$ cat src/rtl/ram_access_ctrl_pkg.sv
// ram_access_ctrl_pkg
//   Shared definitions for the MEM-stage data-RAM controller: access size
//   codes, FSM state encoding, default widths and the alignment rule.
//   No ports.
package ram_access_ctrl_pkg;

   localparam int AWIDTH_DEF = 12;  // RAM word-address width
   localparam int XLEN_DEF   = 64;  // core data width
   localparam int RAM_W      = 32;  // RAM data width, 4 byte lanes

   typedef enum logic [1:0] {
      SIZE_B = 2'b00,
      SIZE_H = 2'b01,
      SIZE_W = 2'b10,
      SIZE_D = 2'b11
   } size_e;

   typedef enum logic [2:0] {
      ST_IDLE = 3'd0,
      ST_ACC0 = 3'd1,
      ST_ACC1 = 3'd2,
      ST_WAIT = 3'd3,
      ST_RESP = 3'd4
   } state_e;

   // Natural alignment: an access of 2^size bytes must start on a
   // 2^size byte boundary.
   function automatic logic misaligned(size_e size, logic [2:0] a);
      logic m;
      case (size)
         SIZE_B:  m = 1'b0;
         SIZE_H:  m = a[0];
         SIZE_W:  m = |a[1:0];
         default: m = |a;
      endcase
      return m;
   endfunction

endpackage

$ cat src/rtl/ram_access_ctrl_if.sv
// ram_access_ctrl_if
//   Request/response bundle between the MEM-stage pipeline (master) and
//   the RAM access controller (slave).
//   req_*  : one load/store request, accepted on req_valid & req_ready
//   resp_* : one-cycle completion pulse, no backpressure
//   busy   : controller not idle
interface ram_access_ctrl_if
   import ram_access_ctrl_pkg::*;
#(
   parameter int AWIDTH = AWIDTH_DEF,
   parameter int XLEN   = XLEN_DEF
);
   logic              req_valid;
   logic              req_ready;
   logic              req_we;
   size_e             req_size;
   logic              req_unsigned;
   logic [AWIDTH+1:0] req_addr;
   logic [XLEN-1:0]   req_wdata;
   logic              resp_valid;
   logic              resp_err;
   logic [XLEN-1:0]   resp_rdata;
   logic              busy;

   modport master (
      output req_valid, req_we, req_size, req_unsigned, req_addr, req_wdata,
      input  req_ready, resp_valid, resp_err, resp_rdata, busy
   );

   modport slave (
      input  req_valid, req_we, req_size, req_unsigned, req_addr, req_wdata,
      output req_ready, resp_valid, resp_err, resp_rdata, busy
   );
endinterface

$ cat src/rtl/ram_access_ctrl_load_align.sv
// load_align
//   Combinational load alignment: selects the addressed lane of the low
//   RAM word and sign/zero-extends B/H/W to XLEN; D passes {hi,lo} through.
//   size : access size code
//   uns  : zero-extend (ignored for D)
//   k    : byte offset within the word
//   dw   : {hi word, lo word}; hi only meaningful for D
//   data : extended result
module load_align
   import ram_access_ctrl_pkg::*;
#(
   parameter int XLEN = XLEN_DEF
) (
   input  size_e              size,
   input  logic               uns,
   input  logic [1:0]         k,
   input  logic [2*RAM_W-1:0] dw,
   output logic [XLEN-1:0]    data
);
   logic [RAM_W-1:0] lane;

   // Shift the addressed byte down to lane 0.
   assign lane = dw[RAM_W-1:0] >> {k, 3'b000};

   always_comb begin
      data = '0;
      case (size)
         SIZE_B:  data = {{(XLEN-8){lane[7] & ~uns}}, lane[7:0]};
         SIZE_H:  data = {{(XLEN-16){lane[15] & ~uns}}, lane[15:0]};
         SIZE_W:  data = {{(XLEN-32){lane[31] & ~uns}}, lane[31:0]};
         default: data = dw[XLEN-1:0];
      endcase
   end
endmodule

$ cat src/rtl/ram_access_ctrl.sv
// ram_access_ctrl
//   Sequences the 32-bit byte-write-enable data RAM for RV64I loads and
//   stores. Doubleword accesses take two RAM cycles (word w, then w+1 with
//   wrap). Misaligned requests return resp_err without touching the RAM.
//   clk, rst_n : clock, async active-low reset (aborts any access)
//   bus        : request/response bundle (slave side)
//   ram_addr   : RAM word address
//   ram_we     : per-lane write enable
//   ram_di     : RAM write data
//   ram_do     : RAM read data, valid one cycle after ram_addr
module ram_access_ctrl
   import ram_access_ctrl_pkg::*;
#(
   parameter int AWIDTH = AWIDTH_DEF,
   parameter int XLEN   = XLEN_DEF
) (
   input  logic              clk,
   input  logic              rst_n,
   ram_access_ctrl_if.slave  bus,
   output logic [AWIDTH-1:0] ram_addr,
   output logic [3:0]        ram_we,
   output logic [RAM_W-1:0]  ram_di,
   input  logic [RAM_W-1:0]  ram_do
);
   state_e           state;
   logic             we_q;
   size_e            size_q;
   logic             uns_q;
   logic [1:0]       k_q;
   logic [RAM_W-1:0] whi_q;   // store hi word for the second D cycle
   logic [RAM_W-1:0] lo_q;    // load lo word captured during D
   logic [3:0]       st_be;
   logic [RAM_W-1:0] st_di;
   logic [XLEN-1:0]  ld_data;
   logic [2*RAM_W-1:0] ld_dw;

   assign bus.req_ready = (state == ST_IDLE);
   assign bus.busy      = (state != ST_IDLE);

   // Store steering from the request as presented: data is replicated
   // across lanes so only the byte enables depend on the offset.
   always_comb begin
      st_be = 4'hF;
      st_di = bus.req_wdata[RAM_W-1:0];
      case (bus.req_size)
         SIZE_B: begin
            st_be = 4'b0001 << bus.req_addr[1:0];
            st_di = {4{bus.req_wdata[7:0]}};
         end
         SIZE_H: begin
            st_be = 4'b0011 << bus.req_addr[1:0];
            st_di = {2{bus.req_wdata[15:0]}};
         end
         default: ;
      endcase
   end

   // In WAIT, ram_do holds the only word (B/H/W) or the hi word (D).
   assign ld_dw = (size_q == SIZE_D) ? {ram_do, lo_q} : {{RAM_W{1'b0}}, ram_do};

   load_align #(.XLEN(XLEN)) u_align (
      .size (size_q),
      .uns  (uns_q),
      .k    (k_q),
      .dw   (ld_dw),
      .data (ld_data)
   );

   always_ff @(posedge clk or negedge rst_n) begin
      if (!rst_n) begin
         state          <= ST_IDLE;
         we_q           <= 1'b0;
         size_q         <= SIZE_B;
         uns_q          <= 1'b0;
         k_q            <= '0;
         whi_q          <= '0;
         lo_q           <= '0;
         bus.resp_valid <= 1'b0;
         bus.resp_err   <= 1'b0;
         bus.resp_rdata <= '0;
         ram_addr       <= '0;
         ram_we         <= '0;
         ram_di         <= '0;
      end else begin
         bus.resp_valid <= 1'b0;
         bus.resp_err   <= 1'b0;
         ram_we         <= '0;
         case (state)
            ST_IDLE: if (bus.req_valid) begin
               we_q   <= bus.req_we;
               size_q <= bus.req_size;
               uns_q  <= bus.req_unsigned;
               k_q    <= bus.req_addr[1:0];
               whi_q  <= bus.req_wdata[2*RAM_W-1:RAM_W];
               if (misaligned(bus.req_size, bus.req_addr[2:0])) begin
                  bus.resp_valid <= 1'b1;
                  bus.resp_err   <= 1'b1;
                  bus.resp_rdata <= '0;
                  state          <= ST_RESP;
               end else begin
                  ram_addr <= bus.req_addr[AWIDTH+1:2];
                  ram_we   <= bus.req_we ? st_be : 4'h0;
                  ram_di   <= st_di;
                  state    <= ST_ACC0;
               end
            end
            ST_ACC0: begin
               if (size_q == SIZE_D) begin
                  ram_addr <= ram_addr + AWIDTH'(1);  // wraps at top of RAM
                  ram_we   <= we_q ? 4'hF : 4'h0;
                  ram_di   <= whi_q;
                  state    <= ST_ACC1;
               end else if (we_q) begin
                  bus.resp_valid <= 1'b1;
                  bus.resp_rdata <= '0;
                  state          <= ST_RESP;
               end else begin
                  state <= ST_WAIT;
               end
            end
            ST_ACC1: begin
               if (we_q) begin
                  bus.resp_valid <= 1'b1;
                  bus.resp_rdata <= '0;
                  state          <= ST_RESP;
               end else begin
                  lo_q  <= ram_do;
                  state <= ST_WAIT;
               end
            end
            ST_WAIT: begin
               bus.resp_valid <= 1'b1;
               bus.resp_rdata <= ld_data;
               state          <= ST_RESP;
            end
            ST_RESP: state <= ST_IDLE;
            default: state <= ST_IDLE;
         endcase
      end
   end
endmodule

$ cat src/flat_wrapper.sv
// flat-port wrapper written by rule: the top's interface ports become plain ports
module ram_access_ctrl_flat import ram_access_ctrl_pkg::*;
#(
   parameter int AWIDTH = AWIDTH_DEF,
   parameter int XLEN   = XLEN_DEF
)
  (clk, rst_n, ram_addr, ram_we, ram_di, ram_do, bus_req_valid, bus_req_we, bus_req_size, bus_req_unsigned, bus_req_addr, bus_req_wdata, bus_req_ready, bus_resp_valid, bus_resp_err, bus_resp_rdata, bus_busy);
  ram_access_ctrl_if #(.AWIDTH(AWIDTH), .XLEN(XLEN)) bus_i ();
  input  logic clk;
  input  logic rst_n;
  output logic [AWIDTH-1:0] ram_addr;
  output logic [3:0] ram_we;
  output logic [RAM_W-1:0] ram_di;
  input  logic [RAM_W-1:0] ram_do;
  input wire logic [$bits(bus_i.req_valid)-1:0] bus_req_valid;
  input wire logic [$bits(bus_i.req_we)-1:0] bus_req_we;
  input wire logic [$bits(bus_i.req_size)-1:0] bus_req_size;
  input wire logic [$bits(bus_i.req_unsigned)-1:0] bus_req_unsigned;
  input wire logic [$bits(bus_i.req_addr)-1:0] bus_req_addr;
  input wire logic [$bits(bus_i.req_wdata)-1:0] bus_req_wdata;
  output wire logic [$bits(bus_i.req_ready)-1:0] bus_req_ready;
  output wire logic [$bits(bus_i.resp_valid)-1:0] bus_resp_valid;
  output wire logic [$bits(bus_i.resp_err)-1:0] bus_resp_err;
  output wire logic [$bits(bus_i.resp_rdata)-1:0] bus_resp_rdata;
  output wire logic [$bits(bus_i.busy)-1:0] bus_busy;
  assign bus_i.req_valid = bus_req_valid;
  assign bus_i.req_we = bus_req_we;
  assign bus_i.req_size = bus_req_size;
  assign bus_i.req_unsigned = bus_req_unsigned;
  assign bus_i.req_addr = bus_req_addr;
  assign bus_i.req_wdata = bus_req_wdata;
  assign bus_req_ready = bus_i.req_ready;
  assign bus_resp_valid = bus_i.resp_valid;
  assign bus_resp_err = bus_i.resp_err;
  assign bus_resp_rdata = bus_i.resp_rdata;
  assign bus_busy = bus_i.busy;
  ram_access_ctrl #(.AWIDTH(AWIDTH), .XLEN(XLEN)) u_core (.clk(clk), .rst_n(rst_n), .bus(bus_i), .ram_addr(ram_addr), .ram_we(ram_we), .ram_di(ram_di), .ram_do(ram_do));
endmodule
$ cat config.mk
export PLATFORM = sky130hd
export DESIGN_NAME = ram_access_ctrl_flat
export DESIGN_NICKNAME = d
export VERILOG_FILES = /design/src/rtl/ram_access_ctrl_pkg.sv /design/src/rtl/ram_access_ctrl_if.sv /design/src/rtl/ram_access_ctrl_load_align.sv /design/src/rtl/ram_access_ctrl.sv /design/src/flat_wrapper.sv
export SDC_FILE = /design/constraint.sdc
export NUM_CORES = 1
export LEC_CHECK = 0
export BUFFER_PORTS_ARGS = -buffer_cell sky130_fd_sc_hd__buf_4
export CAP_MARGIN = 20
export CORE_ASPECT_RATIO = 0.5
export CORE_MARGIN = 8
export CORE_UTILIZATION = 45
export DETAILED_ROUTE_END_ITERATION = 10
export PLACE_DENSITY_LB_ADDON = 0.3
export SLEW_MARGIN = 20
export SYNTH_ARGS = -nofsm -noshare
export SYNTH_HDL_FRONTEND = slang
export SYNTH_SLANG_ARGS = --single-unit
$ cat constraint.sdc
create_clock -name clk -period 5.8 [get_ports clk]
set_clock_uncertainty 0.15 [all_clocks]
set_input_delay 1.74 -clock clk [delete_from_list [all_inputs] [get_ports clk]]
set_output_delay 1.74 -clock clk [all_outputs]
set_load 0.02 [all_outputs]
==> impl_metrics.py <==
metrics = {
    "routing": {
        "drtPass1Iterations": 5,
        "via_count": 8201,
        "drtAntennaViolNets": 0,
        "wl_per_cell_um": 19.4,
        "drt-initial-drc-count": 725,
        "drc": 0,
        "avgViaCountPerCell": 5.53,
        "routed_wirelength_um": 28700,
    },
    "placement": {
        "place.gp.congestion": 0.856,
        "dpl.hpwl_um": 19800,
        "postPlaceCellArea_um2": 11200,
        "dp_slack_ns": 1.42,
        "numPortBuffers": 232,
    },
    "yosys": {
        "yosys.cell_count.top_type": "nand2_1",
        "synth-seq-area-share_pct": 49.6,
        "ys_types": 68,
        "postSynthCellCount": 1015,
        "synth.top_cells.by_count": "nand2_1, dfrtp_1, nor2_1",
        "synth_async_sr_flop_share_pct": 100,
        "synth_top_area_share_pct": 49.6,
        "synth_area_leaders": "dfrtp_1, nand2_1, mux2_2",
        "netlist_area_um2": 9440,
        "syn_nets": 1133,
        "yosysTopAreaCell": "dfrtp_1",
        "postSynthAreaPerCell_um2": 9.30,
        "register_bit_total_from_synthesis": 187,
        "synth_enable_flop_cells": 0,
        "synth.yosys.warnings": 0,
        "ys_dominant_reg_cell": "dfrtp_1",
    },
    "clock_network": {
        "tritoncts_num_sinks": 187,
        "clock_tree.root_cell": "clkbuf_16",
        "post_cts_resized": 0,
        "cts_hold_repair.buffers": 0,
        "clk_latency_ns": 0.44,
        "cts-htree-levels": 4,
        "tritoncts.num_buffers": 17,
        "worst_setup_hold_path_clk_slew_ns": 0.07,
        "post-cts-setup-buffers": 0,
        "cts.path.max_buffers": 2,
        "cts_tree": "yes",
    },
    "min_path": {
        "min-delay-path-class": "reg -> reg",
        "hp-start": "u_core.whi_q[9]",
    },
    "final_layout": {
        "area_growth_syn_to_layout_pct": 25.9,
        "layout-drive-gt1-share_pct": 29.2,
        "num_antenna_cells": 0,
        "post-route-util_pct": 57.8,
        "finalInstanceArea_um2": 11900,
        "final_nets": 1316,
    },
    "critical_path": {
        "crit_buf_inv": 2,
        "crit_chain": "buf_4 > a21o_1 > a21oi_1 > o22a_2 > buf_4 > a22oi_1 > o21ai_0",
        "timing.critical_path.slowest_stage_cell": "o22a_2",
        "crit_family": "compound AO/OA/AOI/OAI gates",
        "critPathCaptureType": "flip-flop",
        "max_stage_delay_ns": 0.60,
        "timing.critical_path.from_type": "input port",
        "cp.arrival_ns": 4.19,
        "r2r_start": "u_core.size_q[0]",
        "critPathRequiredTime_ns": 6.00,
        "critPathMaxFanout": 43,
        "startpoint": "bus_req_size[1]",
        "crit_type": "in -> reg",
        "most_frequent_cell_on_critical_path": "buf_4",
    },
    "timing": {
        "grt_setup_unrepaired": "false",
        "hold_violation_total_from_the_final_report": 0,
        "timing.setup.tns_ns": 0,
        "actual_slew_at_the_worst_max_slew_pin_ns": 1.13,
        "report.final.setup_viol": 0,
        "fin_crit_ns": 3.99,
        "post_route_worst_setup_slack_ns": 1.81,
        "maxSlewHeadroom_pct": 25.0,
        "post-route-period-util_pct": 68.8,
        "clock.fmax_mhz": 251,
        "final_max_slew_viol_count": 0,
    },
    "grt": {
        "antenna_found_initial": 0,
        "global_route.overflow_total": 0,
        "grt_pass1_wl_um": 46300,
        "grt_start_max_net_pins": 126,
        "first_global_vias": 8441,
        "globalRouteTotalUtil_pct": 21.8,
    },
    "floorplanning": {
        "die_height_um": 118,
        "die_area_um2": 26100,
        "die-width_um": 221,
        "floorplan.rows": 37,
        "top_level_ports": 233,
        "initial_core_util_pct": 45.9,
        "fp.coreArea_um2": 20600,
    },
    "status": {
        "status": "complete, no violations",
    },
    "pwr": {
        "pwr_density_cell_nw_per_um2": 548,
        "power.leakage_nw": 5.67,
        "max-vdd-ir-drop_mv": 0.273,
    },
    "job": {
        "max_cap_viol_count": 0,
    },
}
[through the flow]
stage          total power, mW  std cells  hold slack, ns
4_1_cts                   6.53       1480           0.329
6_report                  6.51       1483           0.324
5_1_grt                   6.93       1483           0.345
3_5_place_dp              5.24       1449           0.312
3_3_place_gp              5.16       1449           0.308
2_1_floorplan             4.28       1015           0.296
[registers in the layout, summed over array words and instances (netlist names)]
signal	count
u_core.bus.resp_rdata	64
u_core.ram_di	32
u_core.bus.resp_valid	1
u_core.state	3
u_core.size_q	2
u_core.ram_addr	12
u_core.bus.resp_err	1
u_core.whi_q	32
u_core.lo_q	32
u_core.k_q	2
u_core.we_q	1
u_core.ram_we	4
u_core.uns_q	1
[cells by family (layout without fill, tap and decap cells)]
logic type	after synthesis	after routing	share of synthesized area (%)
AND/OR/NAND/NOR	403	403	17.9
AO/OA/AOI/OAI	258	258	18.2
flip-flops	187	187	49.6
buffers and inverters	86	281	4.96
multiplexers	79	79	9.13
adder cells (fa/ha/maj)	1	1	0.133
XOR/XNOR	1	1	0.0928
[final timing paths]
check                      slack [ns]                        end  cells past startpoint
max                              1.81  u_core.bus.resp_rdata[24]                      7
min                              0.32            u_core.whi_q[9]                      2
max reg2reg                      2.53  u_core.bus.resp_rdata[32]                      6
min reg2reg                      0.32            u_core.whi_q[9]                      2
max in group asynchronous        3.65            u_core.lo_q[14]                      2
min in group asynchronous        1.08           u_core.ram_di[2]                      1
[worst reg2reg max path, stage by stage (launching register included)]
cell	delay, ns
dfrtp_1	0.92
and3_1	0.31
o21ai_1	0.11
a221oi_2	0.89
o41ai_4	0.31
buf_4	0.31
o21ai_0	0.20
[final cells by class]
cell class	instances	area [um2]
fillers	1807	8670
clock inverters	10	164
multi-input cells	742	4310
repair buffers	244	1890
flip-flops and latches	187	4680
inverters	6	23.8
well taps	273	342
clock buffers	21	470
[routing by layer]
| layer | GRT usage, % | wire length (um) | up-vias |
|---|---|---|---|
| met1 | 27.1 | 12500 | 4018 |
| met3 | 5.70 | 1610 | 49 |
| li1 | - | - | 3867 |
| met5 | 0 | 0 | - |
| met4 | 7.63 | 729 | 0 |
| met2 | 36.5 | 13900 | 267 |
[placed cells by master (no fill, tap or decap), drive strengths merged, types with 7 or more instances in the layout]
cell and n:
o21ai 114, nand2b 13, nand3 9, dfrtp 187, mux2i 40, buf 243, a211oi 8, a22oi 7
o221ai 17, nand2 250, a21oi 44, clkbuf 22, mux2 37, nor2 96, and3 7, a31oi 26
[report_power, final]
| group | internal (mW) | total (mW) | leakage (nW) | switching [mW] |
|---|---|---|---|---|
| clock network | 0.756 | 1.27 | 0.310 | 0.517 |
| registers | 1.84 | 2.31 | 2.38 | 0.474 |
| logic | 1.19 | 2.92 | 2.98 | 1.73 |
Power figures use the tool's default switching activity.
